`src/rtl/uart_pkg.sv`:
```
// Shared definitions for the configurable UART receiver: parity modes,
// receiver FSM states and the per-frame error flags stored with each byte.
package uart_pkg;

    localparam int PAR_NONE = 0;
    localparam int PAR_ODD  = 1;
    localparam int PAR_EVEN = 2;

    typedef enum logic [2:0] {
        IDLE,
        START,
        DATA,
        PARITY,
        STOP
    } rx_state_t;

    typedef struct packed {
        logic frame_err;
        logic parity_err;
    } rx_err_t;

endpackage

```
`src/rtl/uart_rx_fifo.sv`:
```
// Receive FIFO with registered storage; the head entry is presented whenever
// the FIFO is non-empty. A push into a full FIFO is dropped unless a pop
// frees the head slot in the same cycle.
module uart_rx_fifo #(
    parameter int WIDTH = 10,
    parameter int DEPTH = 4
) (
    input  logic                     clk,
    input  logic                     rst_n,
    input  logic                     push,
    input  logic [WIDTH-1:0]         push_data,
    input  logic                     pop,
    output logic                     rd_valid,
    output logic [WIDTH-1:0]         rd_data,
    output logic [$clog2(DEPTH):0]   level,
    output logic                     overrun
);

    localparam int PTR_W = $clog2(DEPTH);

    logic [WIDTH-1:0] mem [DEPTH];
    logic [PTR_W-1:0] wr_ptr;
    logic [PTR_W-1:0] rd_ptr;
    logic [PTR_W:0]   count;
    logic             full;
    logic             pop_ok;
    logic             push_ok;

    always_comb begin
        full    = (count == (PTR_W + 1)'(DEPTH));
        pop_ok  = pop && (count != '0);
        // When full, the slot being popped is the one the write pointer targets.
        push_ok = push && (!full || pop_ok);
    end

    always_ff @(posedge clk) begin
        if (!rst_n) begin
            for (int unsigned i = 0; i < DEPTH; i++) begin
                mem[i] <= '0;
            end
            wr_ptr  <= '0;
            rd_ptr  <= '0;
            count   <= '0;
            overrun <= 1'b0;
        end else begin
            if (push_ok) begin
                mem[wr_ptr] <= push_data;
                wr_ptr      <= wr_ptr + 1'b1;
            end
            if (pop_ok) begin
                rd_ptr <= rd_ptr + 1'b1;
            end
            count   <= count + (PTR_W + 1)'(push_ok) - (PTR_W + 1)'(pop_ok);
            overrun <= push && full && !pop_ok;
        end
    end

    assign rd_valid = (count != '0);
    assign rd_data  = mem[rd_ptr];
    assign level    = count;

endmodule

```
`src/rtl/uart_rx_cfg.sv`:
```
// Configurable UART receiver: 2-flop line synchronizer, mid-bit sampling
// FSM with optional parity and 1-2 stop bits, feeding a small receive FIFO.
module uart_rx_cfg
    import uart_pkg::*;
#(
    parameter int CLKS_PER_BIT = 5208,
    parameter int DATA_BITS    = 8,
    parameter int PARITY_MODE  = 0,
    parameter int STOP_BITS    = 1,
    parameter int FIFO_DEPTH   = 4
) (
    input  logic                          clk,
    input  logic                          rst_n,
    input  logic                          serialStream,
    input  logic                          rdReady,
    output logic                          rdValid,
    output logic [DATA_BITS-1:0]          rdData,
    output logic                          parityErr,
    output logic                          frameErr,
    output logic                          overrun,
    output logic [$clog2(FIFO_DEPTH):0]   fifoLevel
);

    localparam int CNT_W  = $clog2(CLKS_PER_BIT);
    localparam int IDX_W  = $clog2(DATA_BITS);
    localparam int WORD_W = DATA_BITS + 2;

    localparam logic [CNT_W-1:0] CNT_MID  = CNT_W'((CLKS_PER_BIT - 1) / 2);
    localparam logic [CNT_W-1:0] CNT_LAST = CNT_W'(CLKS_PER_BIT - 1);
    localparam logic [IDX_W-1:0] IDX_LAST = IDX_W'(DATA_BITS - 1);

    logic                 sync1;
    logic                 sync2;
    rx_state_t            state;
    rx_state_t            state_next;
    logic [CNT_W-1:0]     cnt;
    logic [CNT_W-1:0]     cnt_next;
    logic [IDX_W-1:0]     bit_idx;
    logic [IDX_W-1:0]     bit_idx_next;
    logic                 stop_idx;
    logic                 stop_idx_next;
    logic [DATA_BITS-1:0] shreg;
    logic [DATA_BITS-1:0] shreg_next;
    rx_err_t              err;
    rx_err_t              err_next;
    logic                 last_stop;
    logic                 push;
    logic [WORD_W-1:0]    push_word;
    logic [WORD_W-1:0]    head;

    always_ff @(posedge clk) begin
        if (!rst_n) begin
            sync1    <= 1'b1;
            sync2    <= 1'b1;
            state    <= IDLE;
            cnt      <= '0;
            bit_idx  <= '0;
            stop_idx <= 1'b0;
            shreg    <= '0;
            err      <= '0;
        end else begin
            sync1    <= serialStream;
            sync2    <= sync1;
            state    <= state_next;
            cnt      <= cnt_next;
            bit_idx  <= bit_idx_next;
            stop_idx <= stop_idx_next;
            shreg    <= shreg_next;
            err      <= err_next;
        end
    end

    always_comb begin
        state_next    = state;
        cnt_next      = cnt;
        bit_idx_next  = bit_idx;
        stop_idx_next = stop_idx;
        shreg_next    = shreg;
        err_next      = err;
        push          = 1'b0;
        push_word     = {err.frame_err, err.parity_err, shreg};
        last_stop     = (STOP_BITS == 1) ? 1'b1 : stop_idx;

        case (state)
            IDLE: begin
                if (!sync2) begin
                    cnt_next      = '0;
                    bit_idx_next  = '0;
                    stop_idx_next = 1'b0;
                    state_next    = START;
                end
            end
            START: begin
                if (cnt == CNT_MID) begin
                    cnt_next = '0;
                    if (!sync2) begin
                        err_next   = '0;
                        state_next = DATA;
                    end else begin
                        state_next = IDLE;
                    end
                end else begin
                    cnt_next = cnt + 1'b1;
                end
            end
            DATA: begin
                if (cnt == CNT_LAST) begin
                    cnt_next   = '0;
                    // LSB arrives first, so shifting right leaves it in bit 0.
                    shreg_next = {sync2, shreg[DATA_BITS-1:1]};
                    if (bit_idx == IDX_LAST) begin
                        bit_idx_next = '0;
                        state_next   = (PARITY_MODE != PAR_NONE) ? PARITY : STOP;
                    end else begin
                        bit_idx_next = bit_idx + 1'b1;
                    end
                end else begin
                    cnt_next = cnt + 1'b1;
                end
            end
            PARITY: begin
                if (cnt == CNT_LAST) begin
                    cnt_next            = '0;
                    err_next.parity_err = ((^shreg) ^ sync2) != (PARITY_MODE == PAR_ODD);
                    state_next          = STOP;
                end else begin
                    cnt_next = cnt + 1'b1;
                end
            end
            STOP: begin
                if (cnt == CNT_LAST) begin
                    cnt_next           = '0;
                    err_next.frame_err = err.frame_err | ~sync2;
                    if (last_stop) begin
                        push       = 1'b1;
                        push_word  = {err.frame_err | ~sync2, err.parity_err, shreg};
                        state_next = IDLE;
                    end else begin
                        stop_idx_next = 1'b1;
                    end
                end else begin
                    cnt_next = cnt + 1'b1;
                end
            end
            default: state_next = IDLE;
        endcase
    end

    uart_rx_fifo #(
        .WIDTH (WORD_W),
        .DEPTH (FIFO_DEPTH)
    ) u_fifo (
        .clk       (clk),
        .rst_n     (rst_n),
        .push      (push),
        .push_data (push_word),
        .pop       (rdReady),
        .rd_valid  (rdValid),
        .rd_data   (head),
        .level     (fifoLevel),
        .overrun   (overrun)
    );

    assign rdData    = head[DATA_BITS-1:0];
    assign parityErr = head[DATA_BITS];
    assign frameErr  = head[DATA_BITS+1];

endmodule
```
`config.mk`:
```
export PLATFORM = sky130hd
export DESIGN_NAME = uart_rx_cfg
export DESIGN_NICKNAME = d
export VERILOG_FILES = /design/src/rtl/uart_pkg.sv /design/src/rtl/uart_rx_fifo.sv /design/src/rtl/uart_rx_cfg.sv
export SDC_FILE = /design/constraint.sdc
export NUM_CORES = 1
export LEC_CHECK = 0
export ABC_AREA = 1
export CAP_MARGIN = 20
export CORE_MARGIN = 1.5
export CORE_UTILIZATION = 61
export CTS_BUF_LIST = sky130_fd_sc_hd__clkbuf_4 sky130_fd_sc_hd__clkbuf_8
export DETAILED_ROUTE_END_ITERATION = 7
export PLACE_DENSITY = 0.91
export SLEW_MARGIN = 20
export SYNTH_ARGS = -nofsm -noshare
export SYNTH_HDL_FRONTEND = slang
export SYNTH_HIERARCHICAL = 1
export SYNTH_SLANG_ARGS = --single-unit
export TNS_END_PERCENT = 20
```
`constraint.sdc`:
```
create_clock -name clk -period 4.02 [get_ports clk]
set_input_delay 0.603 -clock clk [delete_from_list [all_inputs] [get_ports clk]]
set_output_delay 0.603 -clock clk [all_outputs]
set_load 0.01 [all_outputs]
```
* Yosys cells after proc, flatten, opt, wreduce, memory -nomap -nowiden
Memory sizes are Yosys's and may differ from the RTL's. A register that Yosys moved wholly into a read port is not among the register bits.
Index checks and enable logic that the tools add are counted.
** Cells by class
- $add $sub $neg :: 6
- Equal/unequal tests :: 15
- Multiplexer cells :: 35
- Bitwise logic cells :: 3
- Reductions and logical operators :: 22
** Operators with widths (count)
- 13-bit 2-to-1 mux :: 3
- 13-bit case mux with 3 select lines :: 1
- 10-bit 2-to-1 mux :: 3
- 3-bit 2-to-1 mux :: 9
- 3-bit case mux with 5 select lines :: 1
- 2-bit != test (second input constant) :: 7
- 13-bit by 1-bit adder with 13-bit output (second input constant) :: 1
- 13-bit by 12-bit equality test with 1-bit output (second input constant) :: 1
- 13-bit equality test (second input constant) :: 1
- 2-bit 2-to-1 mux :: 6
- 10-bit OR reduction :: 1
- 3-bit equality test (second input constant) :: 3
- 1-bit 2-to-1 mux :: 9
- 4-bit AND reduction :: 2
- 8-bit XOR reduction :: 1
- 3-bit by 2-bit equality test with 1-bit output (second input constant) :: 2
- 3-bit case mux with 2 select lines :: 1
- 6-bit AND reduction :: 1
- 2-bit nonzero test :: 3
- 3-bit nonzero test :: 2
- 2-bit by 1-bit adder with 2-bit output (second input constant) :: 2
- 1-bit logical AND :: 4
- 1-bit case mux with 2 select lines :: 2
- 2-bit AND reduction :: 2
- 12 further kinds :: 13
** Word-level totals
- Register bits after elaboration :: 39
- Memory bits (writable) :: 40
- Bits of input ports :: 4
- Word-level logic and storage cells :: 94
- Memories kept :: 1
** Memory list
- u_fifo.mem :: depth 4, bits a word 10, rd ports 1, clocked after Yosys merged registers in 1, write ports 4, RTL line uart_rx_fifo.sv:21 : logic [WIDTH-1:0] mem [DEPTH];

* Longest topological paths before layout
- Word-level depth :: 9
- Gate-level depth with buffers :: 14

* Hierarchy
Netlist, hierarchy kept.
** Modules (own cells, without submodules)
- uart_rx_fifo :: instances 1, cells an instance 221, area an instance 2253.4 sq um, sequential area each 1401.3 sq um
- uart_rx_cfg :: instances 1, cells an instance 265, area an instance 1747.9 sq um, sequential area each 620.6 sq um

* Worst setup path after synthesis
Ideal clock, no wire load.
- Path type :: reg2reg
- From :: register cnt[0]
- To :: memory u_fifo.mem[1][0] (enable)
- Arrival time :: 1.839 ns
- Required time :: 3.629 ns
- Setup slack :: 1.790 ns
- Cell stages (with the launch flop) :: 8
- Path buffers :: 0
- Period minus slack after synthesis :: 2.230 ns
- Cells stage by stage :: dfxtp_1 -> ha_1 -> nand2_1 -> nor2_1 -> nand3_1 -> nor2_1 -> nand2_1 -> o21ai_0
** RTL lines
- start, declared :: RTL line uart_rx_cfg.sv:36 : logic [CNT_W-1:0] cnt;
- start signal, assigned :: RTL line uart_rx_cfg.sv:65 : cnt <= cnt_next;
- end, declared :: RTL line uart_rx_fifo.sv:21

==> impl_metrics.tcl <==
set metrics [dict create \
    dpl_cell_area_mm2 0.004224 \
    antenna_found_initial 0 \
    place_congestion 0.9366 \
    cts_buffers 9 \
    drive_gt1_frac 0.1275 \
    power.leakage_nw 1.774 \
    ys_ff_latch 81 \
    grt-ovfl-total 0 \
    synth.area.top_cells "edfxtp_1 30%, dfxtp_1 21%, nor2_1 8.7%" \
    grt_first_pass_wirelength_um 14050 \
    wl_per_cell_um 13.58 \
    drt_iter0_drc 207 \
    yosysWarnings 6 \
    die_y_um 83.99 \
    postRouteAntennaNets 0 \
    fillCellCount 494 \
    skew_ns 0.01055 \
    drt-total-wl_um 7973 \
    synth_largest_area_cell "edfxtp_1" \
    synth_top_area_frac 0.3002 \
    hpwl_um 5761 \
    cts.clk_slew.worst_paths_ns 0.08 \
    synth.distinct_cells 37 \
    io_buffers 18 \
    critPathArrivalTime_ns 2.47 \
    clk_path_buf_depth 2 \
    syn_area_per_cell_um2 8.233 \
    crit_type "reg -> out" \
    tightest_slew_ns 0.6313 \
    fin_area_mm2 0.004434 \
    vias 3162 \
    pin_count 19 \
    synth_area_mm2 0.004001 \
    required_ns 3.42 \
    dr.pass1.iters 5 \
    period_share 0.7648 \
    setup_viol 0 \
    antennaDiodeCount 0 \
    drc_errors 0 \
    postCtsSetupRepairBufs 0 \
    timing.final.ws_setup_ns 0.9454 \
    syn_to_final_growth_pct 10.82 \
    dieArea_mm2 0.007054 \
    syn-instance-count 486 \
    clock_latency_ns 0.36 \
    cap_violations 0 \
    start_util 0.6301 \
    grt_max_degree 29 \
    power_density_mw_per_mm2 446.6 \
    hold_violations 0 \
    h-tree-depth 3 \
    via_per_inst 5.387 \
    relSlewSlack 0.5785 \
    fmaxAchievable_ghz 0.3252 \
    placed_cells 571 \
    critical_path.max_fanout 21 \
    finalSetupTns_ns 0 \
    timing.final.crit_period_ns 3.075 \
    status "completed" \
    hold_buffers 0 \
    grt_pass1_vias 3245 \
    crit_path_end_kind "output pin" \
    final_nets 515 \
    grtUsageTotal 0.2489 \
    cts.root.buffer_cell "clkbuf_8" \
    final_cell_mix "93 x nor2_1, 88 x nand2_1, 49 x inv_1, 41 x dfxtp_1, 40 x edfxtp_1" \
    final_common_cell "nor2_1" \
    yosysSeqAreaShare 0.5053 \
    cts_tree "built" \
    dp_slack_ns 1.230 \
    core_area_mm2 0.006350 \
    rsz0062_at_grt "false" \
    synth_nets 496 \
    cp-start-kind "flip-flop" \
    placementRows 29 \
    drv_slew 0 \
    ctsResizeCount 0 \
    die_w_um 83.99 \
    final_cells 587 \
    worst_ir_drop_vdd_mv 0.3809 \
    clock_sinks 81 \
    hp-class "reg -> reg" \
]
[where the power goes]
| part | internal (mW) | switching [mW] | total, mW | leakage, nW |
|---|---|---|---|---|
| clock | 0.329 | 0.291 | 0.620 | 0.108 |
| sequential | 0.905 | 0.0266 | 0.932 | 0.711 |
| combinational | 0.129 | 0.299 | 0.429 | 0.956 |
[Yosys cell counts]
master,instances
nor2_4,2
nor3b_2,2
nand3b_1,1
ha_1,5
nor2_2,7
buf_8,1
inv_1,49
xnor2_1,3
buf_1,1
nand2b_1,1
buf_4,2
edfxtp_1,40
o31ai_1,1
nand4_2,1
a21oi_1,15
o21ai_0,35
nand3_4,2
nor2_1,93
xor2_1,2
o22ai_1,10
buf_6,1
nand2_4,2
nor3_1,9
inv_4,1
clkbuf_1,5
nor4_1,3
nand4_1,6
inv_2,11
fa_1,1
buf_2,4
nand3_1,22
nand2_2,5
nand2_1,88
nand3_2,9
dfxtp_1,41
o21ai_1,1
or2_2,4
[worst max-delay path: stages (launching register included)]
cell and delay [ns]:
dfxtp_1 0.73, inv_1 0.44, o21ai_0 0.34, o22ai_1 0.12, clkdlybuf4s50_1 0.49
[worst paths after layout]
check / start / endpoint / slack, ns / depth (start not counted)
min reg2reg: sync1 / sync2 / 0.43 / 1
max: flip-flop / frameErr / 0.95 / 4
max reg2reg: cnt[0] / u_fifo/mem[0][6] / 1.36 / 9
min: sync1 / sync2 / 0.43 / 1
[metrics by stage]
stage	hold WS [ns]	util	total power, mW
after detailed placement	0.4196	0.6652	1.373
after floorplan	0.3925	-	1.291
after global placement	0.3996	0.6652	1.359
after CTS	0.4365	0.6983	1.990
final	0.4256	0.6983	1.980
after global routing	0.4619	0.6983	2.088
[state kept, by name, summed over array words and instances, names as in the netlist, named ones only]
signal	flops
u_fifo/overrun	1
cnt	13
shreg	8
u_fifo/wr_ptr	2
sync2	1
bit_idx	3
state	3
u_fifo/mem	40
err	2
sync1	1
u_fifo/level	3
u_fifo/rd_ptr	2
[kinds of logic after synthesis]
group,share of synthesized area
AO/OA/AOI/OAI,0.08130
XOR/XNOR,0.01095
adder cells (fa/ha/maj),0.02064
buffers and inverters,0.07880
AND/OR/NAND/NOR,0.3030
flip-flops,0.5053
[per-layer routing]
metal / vias to the layer above / wire [um] / part of all wire / global-route usage
li1: 1622 / - / - / -
met1: 1466 / 3506 / 0.44 / 0.2913
met2: 63 / 4038 / 0.51 / 0.4428
met3: 11 / 321 / 0.040 / 0.06133
met4: 0 / 106 / 0.013 / 0.08942
met5: - / 0 / 0 / 0
[area by class of cell]
type / count / area (um^2) / share of cell area
flip-flops and latches: 81 / 2022 / 0.4560
multi-input cells: 330 / 1664 / 0.3753
inverters: 61 / 231.5 / 0.05220
repair buffers: 22 / 210.2 / 0.04740
clock buffers: 12 / 158.9 / 0.03584
well taps: 77 / 96.34 / 0.02173
clock inverters: 4 / 51.30 / 0.01157
(Power assumes the default switching activity.)
